==> src/rtl/ysyx_23060180_pkg.sv <==
// Shared types and constants for the ysyx_23060180 memory arbiter.
package ysyx_23060180_pkg;

    typedef enum logic {
        IDLE    = 1'b0,
        RD_WAIT = 1'b1
    } arb_state_t;

    localparam logic OWN_IFU = 1'b0;
    localparam logic OWN_LSU = 1'b1;

    // Size codes carried on mem_wbit_en.
    localparam logic [3:0] WBIT_BYTE = 4'd1;
    localparam logic [3:0] WBIT_HALF = 4'd2;
    localparam logic [3:0] WBIT_WORD = 4'd4;

endpackage

==> src/rtl/ysyx_23060180_arb_prio.sv <==
// LSU-first priority decision with a streak limit that forces the IFU through
// after MAX_LSU_STREAK consecutive LSU wins against a waiting fetch.
module ysyx_23060180_arb_prio
    import ysyx_23060180_pkg::*;
#(
    parameter int MAX_LSU_STREAK = 4
) (
    input  logic clk,
    input  logic rstn_in,
    input  logic arb_en,
    input  logic ifu_req,
    input  logic lsu_req,
    output logic sel_ifu,
    output logic sel_lsu
);

    localparam int SW = $clog2(MAX_LSU_STREAK + 1);

    logic [SW-1:0] r_streak;
    logic          w_below;

    assign w_below = r_streak < SW'(MAX_LSU_STREAK);
    assign sel_lsu = arb_en && lsu_req && (!ifu_req || w_below);
    assign sel_ifu = arb_en && ifu_req && !sel_lsu;

    // NOTE: state updates use <= so every flop samples pre-edge values.
    always_ff @(posedge clk or negedge rstn_in) begin
        if (!rstn_in) begin
            r_streak <= '0;
        end else if (!ifu_req || sel_ifu) begin
            r_streak <= '0;
        end else if (sel_lsu) begin
            // sel_lsu with ifu_req pending implies w_below, so this saturates.
            r_streak <= r_streak + 1'b1;
        end
    end

endmodule

==> src/rtl/ysyx_23060180_mem_arbiter.sv <==
// Shares one fixed-latency memory port between IFU reads and LSU reads/writes,
// with at most one read outstanding and back-to-back issue on the final wait cycle.
module ysyx_23060180_mem_arbiter
    import ysyx_23060180_pkg::*;
#(
    parameter int RD_LAT         = 1,
    parameter int MAX_LSU_STREAK = 4
) (
    input  logic        clk,
    input  logic        rstn_in,
    input  logic        ifu_req,
    input  logic [31:0] ifu_addr,
    output logic        ifu_gnt,
    output logic        ifu_rvalid,
    output logic [31:0] ifu_rdata,
    input  logic        lsu_req,
    input  logic        lsu_we,
    input  logic [31:0] lsu_addr,
    input  logic [31:0] lsu_wdata,
    input  logic [3:0]  lsu_wbit_en,
    output logic        lsu_gnt,
    output logic        lsu_rvalid,
    output logic [31:0] lsu_rdata,
    output logic        mem_rd,
    output logic        mem_wr,
    output logic [31:0] mem_raddr,
    output logic [31:0] mem_wdata,
    output logic [3:0]  mem_wbit_en,
    input  logic [31:0] mem_rdata
);

    localparam int CNT_W = $clog2(RD_LAT + 1);

    arb_state_t       r_state;
    logic [CNT_W-1:0] r_cnt;
    logic             r_owner;

    logic w_final;
    logic w_arb_en;
    logic w_sel_ifu;
    logic w_sel_lsu;
    logic w_rd_issue;
    logic w_wr_issue;

    assign w_final    = (r_state == RD_WAIT) && (r_cnt == CNT_W'(1));
    // Gating with rstn_in keeps every output at 0 while reset is held.
    assign w_arb_en   = rstn_in && ((r_state == IDLE) || w_final);
    assign w_rd_issue = w_sel_ifu || (w_sel_lsu && !lsu_we);
    assign w_wr_issue = w_sel_lsu && lsu_we;

    ysyx_23060180_arb_prio #(
        .MAX_LSU_STREAK(MAX_LSU_STREAK)
    ) u_prio (
        .clk     (clk),
        .rstn_in (rstn_in),
        .arb_en  (w_arb_en),
        .ifu_req (ifu_req),
        .lsu_req (lsu_req),
        .sel_ifu (w_sel_ifu),
        .sel_lsu (w_sel_lsu)
    );

    always_ff @(posedge clk or negedge rstn_in) begin
        if (!rstn_in) begin
            r_state <= IDLE;
            r_cnt   <= '0;
            r_owner <= OWN_IFU;
        end else if (w_rd_issue) begin
            r_state <= RD_WAIT;
            r_cnt   <= CNT_W'(RD_LAT);
            r_owner <= w_sel_lsu ? OWN_LSU : OWN_IFU;
        end else if (w_final) begin
            r_state <= IDLE;
            r_cnt   <= '0;
        end else if (r_state == RD_WAIT) begin
            r_cnt <= r_cnt - 1'b1;
        end
    end

    // NOTE: defaults at the top of always_comb prevent latch inference.
    always_comb begin
        ifu_gnt     = w_sel_ifu;
        lsu_gnt     = w_sel_lsu;
        mem_rd      = w_rd_issue;
        mem_wr      = w_wr_issue;
        mem_raddr   = '0;
        mem_wdata   = '0;
        mem_wbit_en = '0;
        if (w_sel_ifu) begin
            mem_raddr = ifu_addr;
        end else if (w_sel_lsu) begin
            mem_raddr = lsu_addr;
        end
        if (w_wr_issue) begin
            mem_wdata   = lsu_wdata;
            mem_wbit_en = lsu_wbit_en;
        end
        ifu_rvalid = w_final && (r_owner == OWN_IFU);
        lsu_rvalid = w_final && (r_owner == OWN_LSU);
        ifu_rdata  = ifu_rvalid ? mem_rdata : '0;
        lsu_rdata  = lsu_rvalid ? mem_rdata : '0;
    end

endmodule

==> config.mk <==
export PLATFORM = sky130hd
export DESIGN_NAME = ysyx_23060180_mem_arbiter
export DESIGN_NICKNAME = d
export VERILOG_FILES = /design/src/rtl/ysyx_23060180_pkg.sv /design/src/rtl/ysyx_23060180_arb_prio.sv /design/src/rtl/ysyx_23060180_mem_arbiter.sv
export SDC_FILE = /design/constraint.sdc
export NUM_CORES = 1
export LEC_CHECK = 0
export CAP_MARGIN = 40
export CORE_AREA = 2 2 108 110
export DETAILED_ROUTE_END_ITERATION = 10
export DIE_AREA = 0 0 110 112
export SLEW_MARGIN = 15
export SYNTH_ARGS = -nofsm -noshare
export SYNTH_HDL_FRONTEND = slang
export SYNTH_SLANG_ARGS = --single-unit
==> constraint.sdc <==
create_clock -name clk -period 1.45 [get_ports clk]
set_input_delay 0.145 -clock clk [delete_from_list [all_inputs] [get_ports clk]]
set_output_delay 0.145 -clock clk [all_outputs]
set_load 0.02 [all_outputs]
* Word-level counts from Yosys, hierarchy flattened *
Index checks and enable logic that the tools add are counted.

word-level totals
  output and inout port bits = 138
  logic and storage cells = 43
  input port bits = 137
  register bits = 6

operators by class
  reduce and logical (&&, ||, !) cells = 20
  multiplexer cells = 14
  $lt $le $gt $ge = 1
  add/subtract/negate cells = 2
  bitwise logic cells = 2

operators with widths
  operator                                           count
  2-to-1 mux 32 bit                                  5
  logical AND 1 bit                                  10
  2-to-1 mux 1 bit                                   6
  2-to-1 mux 3 bit                                   2
  logical OR 1 bit                                   4
  2-to-1 mux 4 bit                                   1
  nonzero test 2 bit                                 2
  adder 3 x 1 -> 3 bit, second input constant        1
  zero test 1 bit                                    3
  less-than comparator 3 bit, second input constant  1
  nonzero test 3 bit                                 1
  NOT 1 bit                                          2
  subtractor 1 bit, second input constant            1

* Logic depth before layout (Yosys ltp) *
  depth in word-level cells = 9
  gate-level depth with buffers = 6
  mapped depth without buffers = 4

* Cells and area by module *
From an unflattened synthesis, not the netlist that was laid out.

unflattened totals
  cells, all modules = 232
  area total of the unflattened synthesis = 1365.1 µm²

by module, submodules not included
  module                     instances  cells an instance  sequential area each (µm²)  area an instance (µm²)
  ysyx_23060180_mem_arbiter  1          214                75.1                        1183.6
  ysyx_23060180_arb_prio     1          18                 75.1                        181.4

* Worst setup path before layout *
Ideal clock, no wire load.

  path type = flip-flop to output port
  from = reg r_cnt
  to = out mem_raddr[10]
  data arrival time = 1.262 ns
  stages on the path, launching flop included = 7
  path buffers = 2
  slack = 0.043 ns
  data required time = 1.305 ns
  cells stage by stage = dfrtp_1 -> nand2b_1 -> buf_6 -> nand4b_4 -> inv_4 -> buf_6 -> a22o_1

between the ends
  word-level cells in the longest chain between the ends = 8

RTL lines
  element                          RTL line                         RTL
  from (decl)                      ysyx_23060180_mem_arbiter.sv:35  logic [CNT_W-1:0] r_cnt;
  from (signal assigned)           ysyx_23060180_mem_arbiter.sv:70  r_cnt <= CNT_W'(RD_LAT);
  from (signal assigned)           ysyx_23060180_mem_arbiter.sv:76  r_cnt <= r_cnt - 1'b1;
  logical AND 1 bit *              ysyx_23060180_mem_arbiter.sv:45  assign w_final = (r_state == RD_WAIT) && (r_cnt == CNT_W'(1));
  logical OR 1 bit *               ysyx_23060180_mem_arbiter.sv:47  assign w_arb_en = rstn_in && ((r_state == IDLE) || w_final);
  logical AND 1 bit *              ysyx_23060180_mem_arbiter.sv:47
  logical AND 1 bit (2 in series)  ysyx_23060180_arb_prio.sv:23     assign sel_lsu = arb_en && lsu_req && (!ifu_req || w_below);
  zero test 1 bit                  ysyx_23060180_arb_prio.sv:24     assign sel_ifu = arb_en && ifu_req && !sel_lsu;
  logical AND 1 bit *              ysyx_23060180_arb_prio.sv:24
  net ifu_gnt                      ysyx_23060180_mem_arbiter.sv:13  output logic ifu_gnt,
  2-to-1 mux 32 bit *              ysyx_23060180_mem_arbiter.sv:89  if (w_sel_ifu) begin
  to (decl)                        ysyx_23060180_mem_arbiter.sv:26  output logic [31:0] mem_raddr,

The timed path passes the listed nets; every way through them passes the cells marked *.

* Worst setup path in the final report *
  from = reg u_prio.r_streak[2]
  to = out mem_raddr[31]

between the ends
  word-level cells in the longest chain between the ends = 6

RTL lines
  element                       RTL line                         RTL
  from (decl)                   ysyx_23060180_arb_prio.sv:19     logic [SW-1:0] r_streak;
  from (signal assigned)        ysyx_23060180_arb_prio.sv:34     r_streak <= r_streak + 1'b1;
  less-than comparator 3 bit *  ysyx_23060180_arb_prio.sv:22     assign w_below = r_streak < SW'(MAX_LSU_STREAK);
  logical OR 1 bit *            ysyx_23060180_arb_prio.sv:23
  logical AND 1 bit *           ysyx_23060180_arb_prio.sv:23
  zero test 1 bit               ysyx_23060180_arb_prio.sv:24
  logical AND 1 bit             ysyx_23060180_arb_prio.sv:24
  2-to-1 mux 32 bit *           ysyx_23060180_mem_arbiter.sv:89

Mark *: on every way between the ends. The rest lies on a longest branch, timed or not.

==> metrics <==
status=finished with violations; violated checks=setup timing; CP required=approximately 1.3 ns; Yosys cell types=24; DR DRC count=0; synthesis-to-finish area growth=276%; largest cells by area after synthesis=and2_1, a22o_1, and3_1; area leader, netlist=and2_1; largest net degree at the start of global routing=38; vias in the first global route=approximately 2700; post-route minimum period=roughly 1.7 ns; Power Density=755 nW/um^2; Antenna Nets Post-Route=0; CP cell instances=and2b_1, nand4b_4, inv_6, buf_12, a22o_1, buf_6; clk sink count=6; most frequent cells in the layout=buf_6, clkdlybuf4s50_1, and2_4; routability cong.=between 0.8 and 0.9; clock-pin slew on the worst setup and hold paths=roughly 0.030 ns; setup TNS=-23.71 ns; post-DR wirelength/cell=roughly 17 um; NumNets Final=~630; synthesized flop and latch total=6; Synth top area share=0.283; CP max FO=9; leakage=approximately 0.0025 uW; port bufs=~270; CTS Buf Count=3; r2r startpoint=r_state; critical path's slowest cell=dfrtp_1; Post-Syn Instances=185; I/O pins=roughly 280; worst slew pin tran=around 0.25 ns; Routed WL=around 11 mm; Die Area=12300 sq um; 1st-iter DRT viols=98; Initial Util=0.129; row count=39; core area=roughly 11000 sq um; initial antenna violation count=0; commonest non-fill, non-tap cell in the layout=buf_6; max cap viols=0; Worst Setup Path Type=register to primary output; sequential share of the synthesized area=0.104; CTS max path bufs=2; relative slew slack=0.830; Crit path largest cell delay=between 0.3 and 0.4 ns; CP endpoint kind=primary output; Max H-tree Level=1; setup ws final=-0.241 ns; Worst Hold Class=primary input to async pin; layout cells sized above 1=0.580; ANT cells=0; critical path data arrival time=approximately 1.6 ns; worst-case reg-to-reg path depth=6; vias=between 2000 and 3000; period utilization=1.17; chip width=110 um; fin. max-slew vios=0; worst slack, placed=-0.749 ns; Avg Inst Size Synth=7.77 sq um; CTS tree=yes; RSZ-0062 raised after global routing=yes; Clock Latency Late Sink=around 0.22 ns; # hold bufs at CTS=0; Final Skew=~0.00077 ns; total grt overflow=0; Final HPWL DP=~7.6 mm; Post-Syn Nets=about 320; clock root buffer=clkbuf_16; Cell Area, Synth=1440 sq um; GRT Util Overall=0.150; CP startpoint kind=register; Avg Vias per Cell=between 4 and 5; Reg-to-Reg End=r_cnt; Final setup viols=around 140; die height=112 um; yosys warns=0; drt pass-1 iters=4; Max Fclk=0.591 GHz; r2r setup slk=about 0.10 ns; wire length of the first global-routing pass=14.7 mm; Fin. Hold Viols=0; worst ir drop on vdd=approximately 0.62 mV
-- critical path, delay by kind of cell (launching register included) --
family,cells,cell delay (ns)
DFF,1,0.37
and+or+nand+nor,2,0.36
AOI/OAI and AO/OA,1,0.24
buffers and inverters,3,0.34
-- final cells by class --
cell class              count  area [sq um]
fillers                  1060          5770
clock buffers               3          75.1
multi-input cells         156          1420
repair inverters            2          17.5
repair buffers            319          3550
flip-flops and latches      6           150
well taps                 143           179
inverters                   2          20.0
-- metal layers --
metal,up-vias,wire length [um],GRT usage
li1,1279,-,-
met2,141,5560,0.283
met5,-,0,0
met4,0,116,0.0219
met3,10,1040,0.0293
met1,1238,3820,0.173
-- how the worst max path moves through the flow --
stage	from	to	cells past startpoint
finish	u_prio.r_streak[2]	mem_raddr[31]	6
global route	r_state	mem_wbit_en[0]	6
CTS	ifu_req	mem_raddr[12]	8
detailed placement	rstn_in	mem_wdata[25]	6
global placement	rstn_in	mem_wdata[1]	6
floorplan	r_cnt	mem_raddr[10]	6
-- what timing repair did --
action                     4_1_cts  5_1_grt
cloned                           9        5
gates resized for setup        831      107
setup endpoints to repair      138      138
pin swaps                       39       47
setup buffers                    9        4
-- power breakdown --
part           switching, uW  internal (uW)  total [uW]
Combinational           1390           2010        3400
Sequential              33.1            205         238
Clock                   86.3            353         440
-- registers in the layout, summed over array words and instances, names as in the netlist --
name             count
r_cnt                1
r_owner              1
r_state              1
u_prio.r_streak      3
-- through the flow --
step / util / area [sq um] / total power, uW / hold slack [ns] / std cells
floorplan: - / 1440 / 1330 / -0.151 / 185
global placement: 0.398 / 4450 / 2650 / 0.583 / 604
detailed placement: 0.398 / 4450 / 2680 / 0.580 / 604
CTS: 0.443 / 4950 / 3780 / 0.129 / 625
global route: 0.484 / 5400 / 4270 / 0.154 / 631
finish: 0.484 / 5400 / 4080 / 0.125 / 631
-- cells by family (layout without fill, tap and decap cells) --
family,count (synthesis),after routing,synth area share
DFF,6,6,0.104
and+or+nand+nor,113,113,0.517
adders and majority gates,1,1,0.00870
AOI/OAI and AO/OA,42,42,0.247
buffers and inverters,23,326,0.123
-- Yosys cell counts --
cell and n:
and2_1 65, and3_1 37, a22o_1 32, buf_6 11, clkbuf_1 10, dfrtp_1 6
a21boi_0 3, o21a_1 3, and4_1 2, nand2_1 2, and2b_1 1, and4b_1 1
ha_1 1, inv_4 1, inv_6 1, nand2b_1 1, nand4_4 1, nand4b_4 1
nor2_1 1, o2111ai_1 1, o211ai_1 1, o21ai_0 1, o2bb2ai_1 1, or2b_1 1
Power figures use the tool's default switching activity.
